===== src/rtl/double_up_dealer_pkg.sv =====
// Shared types and constants for the high/low double-up dealer.
package double_up_dealer_pkg;

  typedef enum logic [2:0] {
    ST_IDLE   = 3'd0,
    ST_DRAW0  = 3'd1,
    ST_SHOW   = 3'd2,
    ST_DRAW1  = 3'd3,
    ST_ISSUE  = 3'd4,
    ST_WAIT_J = 3'd5
  } dealer_state_t;

  localparam logic [1:0]  HL_HIGH   = 2'b01;
  localparam logic [1:0]  HL_LOW    = 2'b10;
  localparam logic [3:0]  CARD_MIN  = 4'd1;
  localparam logic [3:0]  CARD_MAX  = 4'd13;
  // Fibonacci taps 16,14,13,11 -> register bits 15,13,12,10
  localparam logic [15:0] LFSR_TAPS = 16'hB400;

  function automatic logic card_in_range(input logic [3:0] c);
    return (c >= CARD_MIN) && (c <= CARD_MAX);
  endfunction

  function automatic logic choice_is_legal(input logic [1:0] c);
    return (c == HL_HIGH) || (c == HL_LOW);
  endfunction

endpackage


===== src/rtl/double_up_dealer_card_lfsr.sv =====
// Free-running card source: 16-bit Fibonacci LFSR plus a 1..13 candidate filter.
module card_lfsr
  import double_up_dealer_pkg::*;
#(
  parameter logic [15:0] SEED = 16'hACE1
) (
  input  logic       clock,
  input  logic       reset,
  output logic [3:0] card,
  output logic       card_valid
);

  logic [15:0] lfsr;

  // Shift every cycle regardless of dealer state; reset reloads the seed.
  always_ff @(posedge clock or posedge reset) begin
    if (reset) begin
      lfsr <= SEED;
    end else begin
      lfsr <= {lfsr[14:0], ^(lfsr & LFSR_TAPS)};
    end
  end

  assign card       = lfsr[3:0];
  assign card_valid = card_in_range(lfsr[3:0]);

endmodule


===== src/rtl/double_up_dealer.sv =====
// Double-up dealer: deals shown/hidden cards, issues the high/low pulse, chains rounds.
module double_up_dealer
  import double_up_dealer_pkg::*;
#(
  parameter logic [15:0] SEED = 16'hACE1
) (
  input  logic       clock,
  input  logic       reset,
  input  logic       bet_c,
  input  logic       deal,
  input  logic       choice_valid,
  input  logic [1:0] choice,
  input  logic       dchance2,
  output logic [3:0] Dnum0,
  output logic [3:0] Dnum1,
  output logic [1:0] highlow,
  output logic       awaiting_choice,
  output logic       round_done
);

  dealer_state_t state;
  logic [1:0]    choice_q;
  logic [3:0]    card;
  logic          card_valid;

  card_lfsr #(.SEED(SEED)) u_lfsr (
    .clock      (clock),
    .reset      (reset),
    .card       (card),
    .card_valid (card_valid)
  );

  // FSM, card registers and choice latch; all outputs registered.
  // highlow/round_done default to zero each cycle so they can only pulse.
  always_ff @(posedge clock or posedge reset) begin
    if (reset) begin
      state           <= ST_IDLE;
      choice_q        <= '0;
      Dnum0           <= '0;
      Dnum1           <= '0;
      highlow         <= '0;
      awaiting_choice <= 1'b0;
      round_done      <= 1'b0;
    end else if (!bet_c) begin
      state           <= ST_IDLE;
      choice_q        <= '0;
      Dnum0           <= '0;
      Dnum1           <= '0;
      highlow         <= '0;
      awaiting_choice <= 1'b0;
      round_done      <= 1'b0;
    end else begin
      highlow    <= '0;
      round_done <= 1'b0;
      case (state)
        ST_IDLE: begin
          if (deal) begin
            state <= ST_DRAW0;
          end
        end
        ST_DRAW0: begin
          if (card_valid) begin
            Dnum0           <= card;
            awaiting_choice <= 1'b1;
            state           <= ST_SHOW;
          end
        end
        ST_SHOW: begin
          if (choice_valid && choice_is_legal(choice)) begin
            choice_q        <= choice;
            awaiting_choice <= 1'b0;
            state           <= ST_DRAW1;
          end
        end
        ST_DRAW1: begin
          if (card_valid) begin
            Dnum1   <= card;
            highlow <= choice_q;
            state   <= ST_ISSUE;
          end
        end
        ST_ISSUE: begin
          state <= ST_WAIT_J;
        end
        ST_WAIT_J: begin
          if (dchance2) begin
            Dnum0           <= Dnum1;
            Dnum1           <= '0;
            awaiting_choice <= 1'b1;
            state           <= ST_SHOW;
          end else begin
            Dnum0      <= '0;
            Dnum1      <= '0;
            choice_q   <= '0;
            round_done <= 1'b1;
            state      <= ST_IDLE;
          end
        end
        default: begin
          state <= ST_IDLE;
        end
      endcase
    end
  end

endmodule

===== config.mk =====
export PLATFORM = sky130hd
export DESIGN_NAME = double_up_dealer
export DESIGN_NICKNAME = d
export VERILOG_FILES = /design/src/rtl/double_up_dealer_pkg.sv /design/src/rtl/double_up_dealer_card_lfsr.sv /design/src/rtl/double_up_dealer.sv
export SDC_FILE = /design/constraint.sdc
export NUM_CORES = 1
export LEC_CHECK = 0
export BUFFER_PORTS_ARGS = -buffer_cell sky130_fd_sc_hd__buf_4
export CAP_MARGIN = 15
export CORE_ASPECT_RATIO = 0.8
export CORE_MARGIN = 2
export CORE_UTILIZATION = 50
export DETAILED_ROUTE_END_ITERATION = 6
export GPL_TIMING_DRIVEN = 0
export PLACE_DENSITY = 0.71
export SKIP_CTS_REPAIR_TIMING = 1
export SYNTH_ARGS = -nofsm -noshare
export SYNTH_HDL_FRONTEND = slang
export SYNTH_SLANG_ARGS = --single-unit

===== constraint.sdc =====
create_clock -name clock -period 3.1 [get_ports clock]
set_input_delay 0.155 -clock clock [delete_from_list [all_inputs] [get_ports clock]]
set_output_delay 0.155 -clock clock [all_outputs]
set_load 0.02 [all_outputs]

==> flow_summary.yaml <==
sta:
  fmax_mhz: 598.2
  drv_slew: 0
  fin_skew_ns: 0.008575
  rsz0062_at_grt: "no"
  final.min_clock_period_ns: 1.672
  setup_violations: 0
  max_slew.worst_pin.slew_ns: 0.4651
  finalHoldViolCount: 0
  relSlewSlack_pct: 68.57
  finalCritPeriodShare_pct: 53.93
  tns_ns: 0
drt:
  wl_per_cell_um: 14.05
  drc: 0
  drt_iter0_markers: 32
  first_pass_iters: 4
  num_vias: 857
  vias_per_cell: 5.226
  ant_nets: 0
  drt_wl_total_mm: 2.305
finish:
  nNetsFinal: 135
  fillers: 204
  fin_util_pct: 65.35
  drive_above_1_share_pct: 38.28
  layout_common_cells: "dfrtp_1 (25), buf_4 (20), nand2_1 (9), dfstp_2 (8), nor2_1 (6)"
  area_delta_synth_final_pct: 21.02
  antennaDiodeCount: 0
  final_common_cell: "dfrtp_1"
global_route:
  top_usage_layer: "met2"
  use_met2_pct: 25.36
  grt_overflow: 0
  antenna_found_initial: 0
  grt_pass1_wl_mm: 4.105
  grt_util_met1_pct: 23.92
  grt_pass1_vias: 877
  track_usage_pct: 17.43
  grt_start_max_net_pins: 34
  met3_usage_pct: 6.502
worst_setup_path:
  crit_family: "flip-flops"
  path_class: "reg -> reg"
  end_kind: "flip-flop"
  cpPeakStageDelay_ns: 0.46
  crit_chain: "nor4_4 -> nor2b_2 -> o31ai_4 -> mux2_2"
  crit_fanout: 5
  crit_slowest_cell: "dfrtp_1"
  crit_arrival_ns: 1.89
  critPathLaunchType: "flip-flop"
  crit_required_ns: 3.32
  cp.buffers_inverters: 0
  r2r_setup_slack_ns: 1.43
placement:
  io_buffer_count: 19
  gp_congestion: 0.7352
  place_hpwl_mm: 1.711
floorplanning:
  coreArea_mm2: 0.002502
  rows: 16
  start_util_pct: 54.00
  die-width_um: 62.12
  fp.dieH_um: 50.50
  io_pins: 20
  die-area_mm2: 0.003137
min_path:
  hold_class: "in -> reg"
logic_synthesis:
  synth_warnings: 0
  yosysUniqueCellTypes: 39
  syn-cell-area_mm2: 0.001351
  syn_avg_cell_area_um2: 13.65
  syn-num-nets: 107
  netlist_instances: 99
  ys_ff_latch: 33
  seq_area_frac_synth_pct: 61.85
clocking:
  cts_tree: "done"
  clock_tree.root_cell: "clkbuf_4"
  clk_latency_ns: 0.32
  cts_buffers: 5
  htree_levels: 2
  path_clk_slew_ns: 0.09
  cts_max_path_buffers: 2
  clock-sinks: 33
power_and_ir_drop:
  ir_drop_v: 0.0002980
  p_per_area_mw_per_mm2: 439.0
  leakagePower_nw: 0.7876
flow_run:
  maxCapViolCount: 0
outcome:
  outcome: "completed"
worst paths after layout:
path / from / end / cells after the start
max: u_lfsr.lfsr[2] / Dnum0[2] / 4
min in group asynchronous: reset / u_lfsr.lfsr[4] / 3
min reg2reg: u_lfsr.lfsr[9] / u_lfsr.lfsr[10] / 0
max in group asynchronous: reset / u_lfsr.lfsr[10] / 4
min: dchance2 / round_done / 2
max reg2reg: u_lfsr.lfsr[2] / Dnum0[2] / 4
layer usage:
layer / wire, um / part of all wire, %
met1: 1128 / 49
met2: 1023 / 44
met3: 119 / 5.2
met4: 34 / 1.5
met5: 0 / 0
state kept, by name (all words and copies together), names as in the netlist:
signal,count
round_done,1
awaiting_choice,1
state,3
Dnum1,4
choice_q,2
highlow,2
Dnum0,4
u_lfsr.lfsr,16
metrics by stage:
stage | hold WS, ns | setup slack [ns] | area, um2 | total power, mW | instances
floorplan | 0.2258 | 1.582 | 1351 | 0.4685 | 99
global placement | 0.3356 | 1.464 | 1539 | 0.4825 | 154
detailed placement | 0.3384 | 1.416 | 1539 | 0.4839 | 154
CTS | 0.02763 | 1.410 | 1598 | 0.7219 | 162
global route | 0.01455 | 1.306 | 1635 | 0.7545 | 164
finish | 0.03057 | 1.428 | 1635 | 0.7180 | 164
report_power, final:
group / internal, mW / switching [mW]
logic: 0.0197 / 0.0253
registers: 0.432 / 0.00335
clock network: 0.112 / 0.126
kinds of logic after synthesis:
logic type             synth area share, %
multiplexers                         7.037
buffers and inverters                2.222
AO/OA/AOI/OAI                        8.982
XOR/XNOR                             2.593
AND/OR/NAND/NOR                      17.32
flip-flops                           61.85
synthesized netlist by cell type (all sizes together):
cell type  count  area, um2
dfrtp         25      625.6
nand2          9      33.78
dfstp          8      210.2
nor2           6      22.52
mux2i          5      50.05
mux2           4      45.04
nor2b          4      27.53
a21oi          3      22.52
a22o           3      27.53
and3           3      18.77
buf            2      18.77
inv            2      7.510
nand3b         2      27.53
xnor2          2      17.52
xor2           2      17.52
a21boi         1      7.510
a31oi          1      6.260
and2b          1      10.01
and4           1      8.760
and4b          1      10.01
clkbuf         1      3.750
nand2b         1      6.260
nand3          1      5.000
nand4          1      6.260
nand4b         1      8.760
nor3           1      5.000
nor3b          1      12.51
nor4           1      21.27
nor4bb         1      10.01
o2bb2ai        1      8.760
o311a          1      10.01
o31a           1      8.760
o31ai          1      21.27
o32ai          1      8.760
worst reg2reg max path, cell delays in order, from the launching register on:
cell and delay [ns]:
dfrtp_1 0.46, nor4_4 0.32, nor2b_2 0.11, o31ai_4 0.30
mux2_2 0.38
final cells by class:
class | count | area (um2) | share of cell area, %
Sequential cell | 33 | 835.8 | 51.11
Timing Repair Buffer | 21 | 180.2 | 11.02
Multi-Input combinational cell | 61 | 485.5 | 29.69
Buffer | 3 | 22.52 | 1.377
Tap cell | 36 | 45.04 | 2.754
Inverter | 2 | 7.507 | 0.4591
Clock buffer | 8 | 58.81 | 3.596
No activity file was read; power rests on OpenSTA's default activity.
